===== config.mk =====
export PLATFORM = sky130hd
export DESIGN_NAME = sram_ctrl
export DESIGN_NICKNAME = d
export VERILOG_FILES = /design/src/rtl/sram_ctrl.sv
export SDC_FILE = /design/constraint.sdc
export NUM_CORES = 1
export LEC_CHECK = 0
export ABC_AREA = 1
export CORE_ASPECT_RATIO = 0.75
export CORE_MARGIN = 3
export CORE_UTILIZATION = 38
export DETAILED_ROUTE_END_ITERATION = 8
export GPL_TIMING_DRIVEN = 1
export PLACE_DENSITY = 0.76
export SYNTH_ARGS = -nofsm -noshare
export SYNTH_HDL_FRONTEND = slang
export SYNTH_SLANG_ARGS = --single-unit

===== constraint.sdc =====
create_clock -name clk -period 1.32 [get_ports clk]
set_input_delay 0.264 -clock clk [delete_from_list [all_inputs] [get_ports clk]]
set_output_delay 0.264 -clock clk [all_outputs]
set_load 0.05 [all_outputs]

===== src/rtl/sram_ctrl.sv =====
// sram_ctrl: initiator-side controller for the iceFUN 16-bit asynchronous SRAM.
//
// Accepts single-word read/write requests over a valid/ready handshake and
// sequences IDLE -> SETUP -> ACCESS -> HOLD -> TURN -> IDLE. Every SRAM pin,
// req_ready, rsp_valid and rsp_rdata comes straight from a flop.
//
// Ports:
//   clk, rst                 clock, synchronous active-high reset
//   req_valid/req_ready      request handshake (ready only in IDLE)
//   req_we, req_addr,
//   req_wdata, req_be        request payload, be[0]=low byte, be[1]=high byte
//   rsp_valid, rsp_rdata     one-cycle completion pulse, read data (masked by be)
//   sram_addr, sram_dq_o,
//   sram_dq_oe, sram_dq_i    address and split data bus (pad tristate is external)
//   sram_we_n, sram_oe_n,
//   sram_ce_n, sram_lb_n,
//   sram_ub_n, sram_ce2      chip strobes in the device's pin naming
//
// Optional build macro SRAM_CTRL_STATS_EN adds rd_count/wr_count outputs,
// 16-bit wrapping counts of completed reads and writes.

module sram_ctrl #(
  parameter int unsigned ADDR_W      = 22,
  parameter int unsigned DATA_W      = 16,
  parameter int unsigned WAIT_CYCLES = 2,
  parameter int unsigned TURN_CYCLES = 1
) (
  input  logic              clk,
  input  logic              rst,
  input  logic              req_valid,
  output logic              req_ready,
  input  logic              req_we,
  input  logic [ADDR_W-1:0] req_addr,
  input  logic [DATA_W-1:0] req_wdata,
  input  logic [1:0]        req_be,
  output logic              rsp_valid,
  output logic [DATA_W-1:0] rsp_rdata,
  output logic [ADDR_W-1:0] sram_addr,
  output logic [DATA_W-1:0] sram_dq_o,
  output logic              sram_dq_oe,
  input  logic [DATA_W-1:0] sram_dq_i,
  output logic              sram_we_n,
  output logic              sram_oe_n,
  output logic              sram_ce_n,
  output logic              sram_lb_n,
  output logic              sram_ub_n,
  output logic              sram_ce2
`ifdef SRAM_CTRL_STATS_EN
  ,
  output logic [15:0]       rd_count,
  output logic [15:0]       wr_count
`endif
);

  localparam int unsigned LANE_W = DATA_W / 2;

  if (WAIT_CYCLES < 1 || WAIT_CYCLES > 15) begin : g_bad_wait
    $error("sram_ctrl: WAIT_CYCLES must be in 1..15");
  end
  if (TURN_CYCLES > 15) begin : g_bad_turn
    $error("sram_ctrl: TURN_CYCLES must be in 0..15");
  end
  if (DATA_W != 2 * LANE_W) begin : g_bad_data
    $error("sram_ctrl: DATA_W must split into two byte lanes");
  end

  typedef enum logic [2:0] {
    S_IDLE,
    S_SETUP,
    S_ACCESS,
    S_HOLD,
    S_TURN
  } state_t;

  state_t      state;
  logic [3:0]  wait_cnt;
  logic        we_q;
  logic [1:0]  be_q;

  always_ff @(posedge clk) begin
    if (rst) begin
      state      <= S_IDLE;
      wait_cnt   <= '0;
      we_q       <= 1'b0;
      be_q       <= '0;
      req_ready  <= 1'b0;
      rsp_valid  <= 1'b0;
      rsp_rdata  <= '0;
      sram_addr  <= '0;
      sram_dq_o  <= '0;
      sram_dq_oe <= 1'b0;
      sram_we_n  <= 1'b1;
      sram_oe_n  <= 1'b1;
      sram_ce_n  <= 1'b1;
      sram_lb_n  <= 1'b1;
      sram_ub_n  <= 1'b1;
      sram_ce2   <= 1'b0;
`ifdef SRAM_CTRL_STATS_EN
      rd_count   <= '0;
      wr_count   <= '0;
`endif
    end else begin
      rsp_valid <= 1'b0;
      case (state)
        S_IDLE: begin
          if (req_valid && req_ready) begin
            // Outputs for SETUP are loaded on the accept edge itself.
            req_ready <= 1'b0;
            we_q      <= req_we;
            be_q      <= req_be;
            sram_addr <= req_addr;
            sram_ce_n <= 1'b0;
            sram_ce2  <= 1'b1;
            sram_lb_n <= ~req_be[0];
            sram_ub_n <= ~req_be[1];
            if (req_we) begin
              sram_dq_o  <= req_wdata;
              sram_dq_oe <= 1'b1;
            end
            state <= S_SETUP;
          end else begin
            req_ready <= 1'b1;
          end
        end

        S_SETUP: begin
          wait_cnt <= 4'(WAIT_CYCLES - 1);
          if (we_q) begin
            // A write with no byte enabled completes without a write strobe.
            sram_we_n <= ~(|be_q);
          end else begin
            sram_oe_n <= 1'b0;
          end
          state <= S_ACCESS;
        end

        S_ACCESS: begin
          if (wait_cnt == 4'd0) begin
            sram_we_n <= 1'b1;
            sram_oe_n <= 1'b1;
            rsp_valid <= 1'b1;
            if (!we_q) begin
              rsp_rdata <= {{LANE_W{be_q[1]}} & sram_dq_i[DATA_W-1:LANE_W],
                            {LANE_W{be_q[0]}} & sram_dq_i[LANE_W-1:0]};
            end
`ifdef SRAM_CTRL_STATS_EN
            if (we_q) wr_count <= wr_count + 16'd1;
            else      rd_count <= rd_count + 16'd1;
`endif
            state <= S_HOLD;
          end else begin
            wait_cnt <= wait_cnt - 4'd1;
          end
        end

        S_HOLD: begin
          sram_ce_n  <= 1'b1;
          sram_ce2   <= 1'b0;
          sram_lb_n  <= 1'b1;
          sram_ub_n  <= 1'b1;
          sram_dq_oe <= 1'b0;
          if (TURN_CYCLES == 0) begin
            req_ready <= 1'b1;
            state     <= S_IDLE;
          end else begin
            wait_cnt <= 4'(TURN_CYCLES - 1);
            state    <= S_TURN;
          end
        end

        S_TURN: begin
          if (wait_cnt == 4'd0) begin
            req_ready <= 1'b1;
            state     <= S_IDLE;
          end else begin
            wait_cnt <= wait_cnt - 4'd1;
          end
        end

        default: begin
          state <= S_IDLE;
        end
      endcase
    end
  end

endmodule


==> results of run 1 <==
-- critical path: cells and delay by family (launching register included) --
family | cells | cell delay (ps)
buffers and inverters | 3 | 320
AND/OR/NAND/NOR | 6 | 470
adder cells (fa/ha/maj) | 1 | 140
flip-flops | 1 | 320
-- layout by cell type, fill, tap and decap left out, drive strengths merged, types with 2 or more instances in the layout --
cell type	Yosys	layout
nor2	123	123
nand2	86	86
buf	13	84
dfxtp	73	73
clkdlybuf4s50	0	59
o21ai	46	46
inv	15	15
nand3	13	13
clkbuf	5	12
a21oi	7	7
clkinv	1	5
ha	2	2
-- path summary, 6_finish.rpt --
path	start	to	slack, ps
max	wait_cnt[1]	rsp_rdata[0]	-60
min	req_addr[16]	sram_addr[16]	490
max reg2reg	wait_cnt[1]	rsp_rdata[0]	-60
min reg2reg	sram_ce_n	sram_ce_n	500
-- registers in the layout, indices dropped and copies added, names as in the netlist, 2 cells and up --
signal,flops
rsp_rdata,16
wait_cnt,4
sram_addr,22
state,3
sram_dq_o,16
be_q,2
-- repair_timing --
| item | CTS | global route |
|---|---|---|
| gates resized for setup | 7 | 31 |
| pin swaps | 0 | 11 |
| cloned | 1 | 2 |
| buffers inserted | 2 | 8 |
| setup endpoints to repair | 59 | 55 |
-- report_power, final --
part	internal, mW	switching (mW)	leakage, nW	total, mW
Combinational	3.11	3.60	1.48	6.70
Clock	0.863	0.799	0.0961	1.66
Sequential	2.82	0.631	0.598	3.45
-- layer usage --
layer | track usage [%] | wire length, um | up-vias | part of all wire, %
met5 | 0 | 0 | - | 0
li1 | - | - | 1492 | -
met4 | 5.43 | 138 | 0 | 1.6
met1 | 22.5 | 3670 | 1377 | 41
met3 | 9.37 | 757 | 16 | 8.5
met2 | 33.6 | 4290 | 117 | 48
-- cell families (layout without fill, tap and decap cells) --
family	count (synthesis)	in the layout
fa+ha+maj	2	2
compound gates	55	55
flops	73	73
buf+inv	34	176
simple gates	223	223
-- through the flow --
stage          hold slack [ps]  cell area (um^2)  setup TNS [ps]  instances  power (mW)
2_1_floorplan              399              2870               0        387        6.60
3_3_place_gp               476              4860          -11860        602        9.54
3_5_place_dp               487              4860          -12850        602        9.70
4_1_cts                    479              5120            -522        620        11.5
5_1_grt                    496              5240           -5810        627        12.4
6_report                   495              5240           -1140        627        11.8
-- final cells by class --
| class | instances | area (um^2) |
|---|---|---|
| Clock buffer | 10 | 128 |
| Clock inverter | 5 | 57.6 |
| Fill cell | 510 | 1790 |
| Inverter | 16 | 77.6 |
| Multi-Input combinational cell | 280 | 1270 |
| Sequential cell | 73 | 1470 |
| Tap cell | 98 | 123 |
| Timing Repair Buffer | 145 | 2110 |
==> impl_results.md, run 1 <==
* Transition time of the tightest slew-check pin at 392 ps
* CTS tree: yes
* Maximum fanout encountered on the critical timing path at 12
* Average instance area after synthesis at 7.37 um^2
* Maximum count of clock buffers along a single path at 2
* Multiplexer share of the synthesized area at 0%
* Cell types with the highest counts after synthesis: sky130_fd_sc_hd__nor2_1, sky130_fd_sc_hd__nand2_1, sky130_fd_sc_hd__dfxtp_1
* Synthesized netlist net count at 449
* Count of standard-cell rows at 26
* Least setup slack across all paths after layout at -56.7 ps
* Most used flip-flop cell after synthesis: sky130_fd_sc_hd__dfxtp_1
* Count of pins over their slew limit at 0
* Lkg Pwr at 2.18 nW
* Data required time at the worst endpoint at 1560 ps
* Syn-to-layout area delta at 83.8%
* EDFF count, synth at 0
* Setup crit start kind: flop
* Largest net degree at the start of global routing at 33
* Power density over cell area at 2250 nW/um^2
* Number of cells produced by synthesis at 387
* Fraction of final layout cells sized beyond drive strength 1 at 23.8%
* Peak supply drop at 1.31 mV
* Largest area contributor in the netlist: sky130_fd_sc_hd__dfxtp_1
* Count of unresolved DRC violations after routing at 0
* Area share of the leading cell type in the synthesized netlist at 51.3%
* Count of nets after finishing at 587
* Clock Skews at 7.93 ps
* Cells on worst reg2reg path at 10
* Dominant combinational cell family by area after synthesis: simple AND/OR/NAND/NOR gates
* IO Port Bufs at 122
* Vias in the first global route at 2844
* Category of the critical setup timing path: reg2reg
* Cell-by-cell trace of the critical path: inv_2, ha_4, nand3_4, inv_2, nand2_4, nor2_4, buf_8, nand2_1, nand2_1, nor2_1
* Number of stages on the worst hold path at 3
* Starting density of the core at 40.6%
* Hold Vio Cnt, Final at 0
* Vias after detailed routing at 3002
* Main area contributors after synthesis: sky130_fd_sc_hd__dfxtp_1, sky130_fd_sc_hd__nor2_1, sky130_fd_sc_hd__nand2_1
* Fraction of the mapped netlist area in simple logic gates at 31.8%
* Total number of clock tree sinks at 73
* Die outline area at 8590 um^2
* Hold Path Class: in2reg
* Period utilization at 104%
* Shortest period the worst path allows at 1380 ps
* Floorplan die height at 81.0 um
* Number of unique standard cell types used by synthesis at 23
* Total Routing Usage GR at 19.7%
* Most frequent cell after synthesis: sky130_fd_sc_hd__nor2_1
* DP Wirelength at 6.21 mm
* Wire per inst at 14.1 um
* Count of state elements after synthesis at 73
* Fraction of synthesis flops using an asynchronous set or reset pin at 0%
* Clock tree root buffer cell: sky130_fd_sc_hd__clkbuf_8
* Post-place setup slack at -303 ps
* Total grt overflow at 0
* WP data arrival at 1610 ps
* TritonCTS buffer count at 9
* Number of antenna diodes at 0
* CTS Hold Buffers Added at 0
* Unrepaired setup endpoints after global routing: yes
* Util after Layout at 74.6%
* Post-synthesis instance area at 2850 um^2
* H-Tree Depth at 3
* Highest clock rate at 726 MHz
* Post-synthesis share of cell area spent on full adders, half adders and majority gates at 0.878%
* Crit-path max cell delay at 320 ps
* Number of ports placed on the die boundary at 123
* Kind of capture point of the worst setup path: flop
* Number of antenna-violating nets in the routed design at 0
* Clock transition at the register clock pins on the worst setup and hold paths after CTS at 80 ps
* Die X-Extent at 106 um
* Maximum Capacitance Violations at 0
* Yosys synthesis warning count at 0
* Clock latency reported for the late side of the worst-skew pair at 340 ps
* Cell at the slowest stage of the critical path: sky130_fd_sc_hd__dfxtp_2
* Part of the Yosys area used for sequential elements at 51.3%
* Violated checks: negative setup slack
* Initial antenna violation count at 0
* Core footprint at 7030 um^2
* Status: finished with violations
* Total Routed Length at 8.86 mm
* Slew margin rel. at 73.8%
* Wire length of the first global-routing pass at 13.3 mm
* Detailed-router iteration count before antenna repair at 4
* Number of DRC markers in iteration 0 at 112
* Post-detailed-route via-to-cell ratio at 4.79
* Post-synthesis compound-gate area fraction at 9.83%
* Weighted congestion reported at the end of routability-driven placement at 0.861
* Xor and xnor area share after synthesis at 0%
* Setup violation total in the final timing report at 48
Note: power is estimated with default switching activity, not from simulation.
==> run 2: changes to the inputs <==
ABC_AREA = unset   (was 1)
CORE_UTILIZATION = 37   (was 38)
PLACE_DENSITY = 0.75   (was 0.76)
==> impl_results.md, run 2 <==
* Least setup slack across all paths after layout at -353 ps (-296 ps)
* Largest Register: sram_addr
* Number of unique standard cell types used by synthesis at 36 (+57%)
* DP Wirelength at 6.61 mm (+6.5%)
* Synthesized netlist net count at 401 (-11%)
* Number of antenna diodes at 0 (unchanged)
* Transition time of the tightest slew-check pin at 581 ps (+189 ps)
* Clock latency reported for the late side of the worst-skew pair at 340 ps (about the same)
* Clock transition at the register clock pins on the worst setup and hold paths after CTS at 80 ps (about the same)
* Wire per inst at 17.3 um (+23%)
* Clock tree root buffer cell: sky130_fd_sc_hd__clkbuf_8
* Slew margin rel. at 61.3% (-13 points)
* Fraction of synthesis flops using an asynchronous set or reset pin at 0% (unchanged)
* Largest registers: sram_addr (22), rsp_rdata (16), sram_dq_o (16)
* Startpoint of the most critical register-to-register path: wait_cnt[1]
* Count of nets after finishing at 561 (-4.4%)
* Maximum fanout encountered on the critical timing path at 16 (+4)
* Number of cells produced by synthesis at 339 (-12%)
* Status: finished with violations
* Crit. Startpoint: wait_cnt[1]
* Fraction of final layout cells sized beyond drive strength 1 at 49.8% (+26 points)
* Sequential cell fraction of total power at 37.0% (+7.8 points)
* Number of stages on the worst hold path at 2 (-1)
* Cell Area, Placed at 4940 um^2 (+1.7%)
* Shortest period the worst path allows at 1670 ps (+296 ps)
* Initial antenna violation count at 0 (unchanged)
* Largest area contributor in the netlist: sky130_fd_sc_hd__dfxtp_1
* WP data arrival at 1940 ps (+330 ps)
* Maximum count of clock buffers along a single path at 2 (unchanged)
* Most used flip-flop cell after synthesis: sky130_fd_sc_hd__dfxtp_1
* Slack of the worst reg-to-reg path at -350 ps (-300 ps)
* Average instance area after synthesis at 8.18 um^2 (+11%)
* Count of pins over their slew limit at 0 (unchanged)
* Data required time at the worst endpoint at 1590 ps (+30 ps)
* Worst-case hold path end point: wait_cnt[0]
* Net Sw Power at 2.39 mW (-53%)
* Lkg Pwr at 2.28 nW (+4.7%)
* H-Tree Depth at 3 (unchanged)
* Core footprint at 7030 um^2 (unchanged)
* Hold_sp: rst
* Post-synthesis instance area at 2770 um^2 (-2.7%)
* Count of state elements after synthesis at 73 (unchanged)
* IO Port Bufs at 122 (unchanged)
* Combinational cell fraction of total power at 40.5% (-16 points)
* Unrepaired setup endpoints after global routing: yes
* Peak supply drop at 1.08 mV (-18%)
* EDFF count, synth at 0 (unchanged)
* Hold Path Class: in2reg
* Number of antenna-violating nets in the routed design at 0 (unchanged)
* Count of standard-cell rows at 26 (unchanged)
* Hold Vio Cnt, Final at 0 (unchanged)
* Power density over cell area at 1150 nW/um^2 (-49%)
* CTS tree: yes
* Highest clock rate at 598 MHz (-18%)
* Sw Share at 34.9% (-7.7 points)
* Setup crit start kind: flop
* Detailed-router iteration count before antenna repair at 4 (unchanged)
* Count of unresolved DRC violations after routing at 0 (unchanged)
* Main area contributors after synthesis: sky130_fd_sc_hd__dfxtp_1, sky130_fd_sc_hd__nand2_1, sky130_fd_sc_hd__a21oi_1
* Part of the Yosys area used for sequential elements at 52.7% (+1.4 points)
* Cell types with the highest counts after synthesis: sky130_fd_sc_hd__nand2_1, sky130_fd_sc_hd__dfxtp_1, sky130_fd_sc_hd__a21oi_1
* Number of ports placed on the die boundary at 123 (unchanged)
* Wire length of the first global-routing pass at 14.4 mm (+8.4%)
* Clock Skews at 12.1 ps (+4.17 ps)
* Number of flip-flops in the largest register at 22 (unchanged)
* Vias after detailed routing at 3042 (+1.3%)
* Number of DRC markers in iteration 0 at 131 (+17%)
* Highest-count cells in the layout ignoring fill and taps: sky130_fd_sc_hd__buf_12, sky130_fd_sc_hd__dfxtp_1, sky130_fd_sc_hd__nand2_1, sky130_fd_sc_hd__clkdlybuf4s50_1, sky130_fd_sc_hd__a21oi_2
* TritonCTS buffer count at 9 (unchanged)
* Internal portion of total power at 4.46 mW (-34%)
* Maximum Capacitance Violations at 0 (unchanged)
* Floorplan die height at 81.0 um (about the same)
* Total grt overflow at 0 (unchanged)
* Die outline area at 8580 um^2 (about the same)
* Violated checks: negative setup slack
* Yosys synthesis warning count at 0 (unchanged)
* Weighted congestion reported at the end of routability-driven placement at 0.797 (-7.4%)
* Category of the critical setup timing path: reg2reg
* Total Routed Length at 10.4 mm (+18%)
* Starting density of the core at 39.5% (-1.1 points)
* Kind of capture point of the worst setup path: flop
* Cells on worst reg2reg path at 7 (-3)
* Syn-to-layout area delta at 115%
* Setup violation total in the final timing report at 69 (+44%)
* Largest net degree at the start of global routing at 36 (+9.1%)
* Final instance area at 5970 um^2 (+14%)
* Capture instance of the worst register-to-register path: rsp_rdata[11]
* Util after Layout at 85.0% (+10 points)
* Post-detailed-route via-to-cell ratio at 5.05 (+5.5%)
* Total Routing Usage GR at 21.1% (+1.4 points)
* Area share of the leading cell type in the synthesized netlist at 52.7% (+1.4 points)
* Final Hold Slack at 270 ps (-225 ps)
* Post-layout total power at 6.85 mW (-42%)
* Fraction of power consumed by the clock network at 22.5% (+8.4 points)
* Post-Place Cells at 569 (-5.5%)
* Leading cell type in the layout, fill and taps excluded: sky130_fd_sc_hd__buf_12
* Most frequent cell after synthesis: sky130_fd_sc_hd__nand2_1
* Vias in the first global route at 2947 (+3.6%)
* Total number of clock tree sinks at 73 (unchanged)
* Period utilization at 127% (+22 points)
* Die X-Extent at 106 um (about the same)
* Final cell count without fillers at 602 (-4.0%)
[run 2: cell count changes in the layout (fill, tap and decap cells not counted), sizes merged, moves of 3 or more]
cell      delta
nor2       -113
o21ai       -43
nand2       +20
nand3        +4
inv         -11
buf         +29
a21oi       +55
clkinvlp     +3
nor3         +7
nor3b        +4
[run 2: logic make-up (layout without fill, tap and decap cells)]
group / after synthesis / after routing / synth area share [%]
flops: 73 / 73 / 52.7
fa+ha+maj: 2 / 2 / 0.902
mux: 2 / 2 / 0.722
simple gates: 159 / 159 / 25.8
xor+xnor: 2 / 2 / 0.632
compound gates: 74 / 74 / 14.1
buf+inv: 27 / 192 / 5.14
[run 2: cell type report]
cell class / instances / area (um^2)
Timing Repair Buffer: 173 / 2450
Inverter: 3 / 11.3
Clock buffer: 9 / 124
Clock inverter: 7 / 46.3
Sequential cell: 73 / 1470
Multi-Input combinational cell: 239 / 1740
Tap cell: 98 / 123
Fill cell: 376 / 1050
[run 2: worst max-delay path, cell delays in order, from the launching register on]
cell and delay, ps:
sky130_fd_sc_hd__dfxtp_2 340, sky130_fd_sc_hd__inv_2 80, sky130_fd_sc_hd__ha_4 140, sky130_fd_sc_hd__or3b_4 390, sky130_fd_sc_hd__nor3b_4 230, sky130_fd_sc_hd__buf_12 170
sky130_fd_sc_hd__nand3_1 90, sky130_fd_sc_hd__a21oi_1 160
[run 2: power by group through the flow]
stage                     logic, mW  clock network (mW)  registers [mW]
after CTS                      2.33                1.56            2.52
final                          2.77                1.54            2.53
after detailed placement       2.07                   0            2.56
after floorplan               0.638                   0            2.88
after global placement         2.02                   0            2.55
after global routing           2.91                1.64            2.55
[run 2: worst max-delay path by stage]
stage                          endpoint  cells past startpoint
final                     rsp_rdata[11]                      7
after global routing       rsp_rdata[5]                      7
after CTS                 rsp_rdata[14]                      7
after detailed placement  rsp_rdata[14]                      7
after global placement     rsp_rdata[1]                      7
after floorplan            rsp_rdata[5]                      7
[run 2: per-stage QoR]
| stage | TNS, ps | worst slack, ps |
|---|---|---|
| floorplan | -4170 | -297 |
| global placement | -12130 | -225 |
| detailed placement | -14290 | -300 |
| CTS | -7210 | -310 |
| global route | -21340 | -403 |
| finish | -16590 | -353 |
[run 2: what timing repair did]
item	4_1_cts	5_1_grt
gates cloned	3	3
resized for setup	24	148
setup buffers	8	6
hold buffers	0	0
setup endpoints to repair	63	71
pin swaps	8	78
[run 2: metal layers]
| layer | part of all wire (%) | up-vias | wire, um | track usage [%] |
|---|---|---|---|---|
| met5 | 0 | - | 0 | 0 |
| met4 | 0.69 | 0 | 72 | 5.43 |
| met3 | 9.4 | 7 | 983 | 8.98 |
| met2 | 50 | 132 | 5210 | 35.4 |
| met1 | 40 | 1451 | 4170 | 25.2 |
| li1 | - | 1452 | - | - |
==> run 3: changes to the inputs <==
SKIP_LAST_GASP = 1   (was unset)
==> impl_results.md, run 3 (synthesized netlist as in run 2, its figures left out) <==
* Leading cell type in the layout, fill and taps excluded: sky130_fd_sc_hd__buf_12
* Final instance area at 5940 um^2 (-0.54%)
* Power density over cell area at 1150 nW/um^2 (about the same)
* Die X-Extent at 106 um (unchanged)
* Vias in the first global route at 2921 (-0.88%)
* Post-layout total power at 6.81 mW (-0.45%)
* Cell Area, Placed at 4940 um^2 (unchanged)
* Hold Path Class: in2reg
* Setup_tns at -14750 ps (+1840 ps)
* Clock Skews at 8.67 ps (-3.42 ps)
* Total Routed Length at 10.3 mm (-1.3%)
* Data required time at the worst endpoint at 1580 ps (about the same)
* Unrepaired setup endpoints after global routing: yes
* Starting density of the core at 39.5% (unchanged)
* Total Routing Usage GR at 21.0% (-0.10 points)
* Largest registers: sram_addr (22), rsp_rdata (16), sram_dq_o (16)
* Clock latency reported for the late side of the worst-skew pair at 340 ps (about the same)
* Number of fill cells in the layout at 383 (+1.9%)
* Peak supply drop at 0.878 mV (-18%)
* Wire per inst at 17.1 um (-1.3%)
* Fraction of final layout cells sized beyond drive strength 1 at 48.0% (-1.8 points)
* Vias after detailed routing at 3032 (-0.33%)
* Transition time of the tightest slew-check pin at 555 ps (-25.9 ps)
* Total number of clock tree sinks at 73 (unchanged)
* Syn-to-layout area delta at 114%
* Number of flip-flops in the largest register at 22 (unchanged)
* Kind of capture point of the worst setup path: flop
* Count of pins over their slew limit at 0 (unchanged)
* Setup crit start kind: flop
* Die outline area at 8580 um^2 (unchanged)
* Category of the critical setup timing path: reg2reg
* Highest clock rate at 597 MHz (-0.16%)
* Violated checks: negative setup slack
* Lkg Pwr at 2.27 nW (-0.26%)
* Util after Layout at 84.5% (-0.46 points)
* Status: finished with violations
* Final Hold Slack at 281 ps (+11.6 ps)
* Count of standard-cell rows at 26 (unchanged)
* Final cell count without fillers at 602 (unchanged)
* Post-place setup slack at -300 ps (unchanged)
* TritonCTS buffer count at 9 (unchanged)
* Shortest period the worst path allows at 1680 ps (+2.71 ps)
* H-Tree Depth at 3 (unchanged)
* Slew margin rel. at 63.0% (+1.7 points)
* Largest Register: sram_addr
* Post-Place Cells at 569 (unchanged)
* Least setup slack across all paths after layout at -355 ps (-2.71 ps)
* Number of ports placed on the die boundary at 123 (unchanged)
* WP data arrival at 1940 ps (about the same)
* Post-detailed-route via-to-cell ratio at 5.04 (-0.33%)
* Floorplan die height at 81.0 um (unchanged)
* Number of antenna-violating nets in the routed design at 0 (unchanged)
* Maximum count of clock buffers along a single path at 2 (unchanged)
* Setup violation total in the final timing report at 68 (-1.4%)
* Footprint of the multi-input gates at 1710 um^2 (-1.4%)
* Clock tree root buffer cell: sky130_fd_sc_hd__clkbuf_8
* Core footprint at 7030 um^2 (unchanged)
* Hold_sp: rst
* Startpoint of the most critical register-to-register path: wait_cnt[1]
* DP Wirelength at 6.61 mm (unchanged)
* CTS Hold Buffers Added at 0 (unchanged)
* Largest net degree at the start of global routing at 36 (unchanged)
* Weighted congestion reported at the end of routability-driven placement at 0.797 (unchanged)
* Maximum Capacitance Violations at 0 (unchanged)
* IO Port Bufs at 122 (unchanged)
* Highest-count cells in the layout ignoring fill and taps: sky130_fd_sc_hd__buf_12, sky130_fd_sc_hd__nand2_1, sky130_fd_sc_hd__dfxtp_1, sky130_fd_sc_hd__clkdlybuf4s50_1, sky130_fd_sc_hd__a21oi_2
* Hold Vio Cnt, Final at 0 (unchanged)
* Detailed-router iteration count before antenna repair at 4 (unchanged)
* Clock transition at the register clock pins on the worst setup and hold paths after CTS at 80 ps (about the same)
* Crit. Startpoint: wait_cnt[1]
* Initial antenna violation count at 0 (unchanged)
* Area of all sequential standard cells at 1470 um^2 (unchanged)
* Wire length of the first global-routing pass at 14.4 mm (-0.57%)
* Number of DRC markers in iteration 0 at 161 (+23%)
* CTS tree: yes
* Total grt overflow at 0 (unchanged)
* Count of nets after finishing at 561 (unchanged)
* Maximum fanout encountered on the critical timing path at 16 (unchanged)
* Number of antenna diodes at 0 (unchanged)
* Count of unresolved DRC violations after routing at 0 (unchanged)
* Period utilization at 127% (+0.21 points)
==> run 3: metal layers <==
layer	vias to the layer above	wire length, um	GRT usage, %	part of all wire, %
met5	-	0	0	0
met4	0	93	5.30	0.90
met3	11	999	8.98	9.7
met2	120	5190	35.1	50
met1	1447	4020	25.2	39
li1	1454	-	-	-
==> run 3: repair_timing <==
action | 4_1_cts | 5_1_grt
setup endpoints to repair | 63 | 71
cloned | 3 | 3
gates resized for setup | 17 | 144
pin swaps | 8 | 73
buffers inserted | 8 | 6
==> run 3: power breakdown <==
group / internal (mW) / leakage (nW) / switching (mW)
clock: 0.678 / 0.0814 / 0.856
sequential: 2.36 / 0.596 / 0.171
combinational: 1.41 / 1.60 / 1.34
total: 4.45 / 2.27 / 2.37
==> run 3: path summary, 6_finish.rpt <==
check / endpoint / slack (ps) / depth (start not counted)
worst max-delay path: rsp_rdata[11] / -360 / 7
worst min-delay path: wait_cnt[0] / 280 / 2
worst max register to register: rsp_rdata[11] / -360 / 7
worst min register to register: rsp_rdata[3] / 490 / 2
==> run 3: layout make-up <==
class                      count  share of cell area, %
clock buffer                   9                   2.09
clock inverter                 7                  0.779
inverter                       3                  0.190
multi-input combinational    239                   28.9
sequential                    73                   24.8
tap                           98                   2.06
timing repair buffer         173                   41.2
==> run 3: worst max-delay path: stages (launching register included) <==
cell and delay [ps]:
sky130_fd_sc_hd__dfxtp_2 340, sky130_fd_sc_hd__inv_2 80, sky130_fd_sc_hd__ha_4 140, sky130_fd_sc_hd__or3b_4 390, sky130_fd_sc_hd__nor3b_4 230, sky130_fd_sc_hd__buf_12 170, sky130_fd_sc_hd__nand3_1 90, sky130_fd_sc_hd__a21oi_1 160
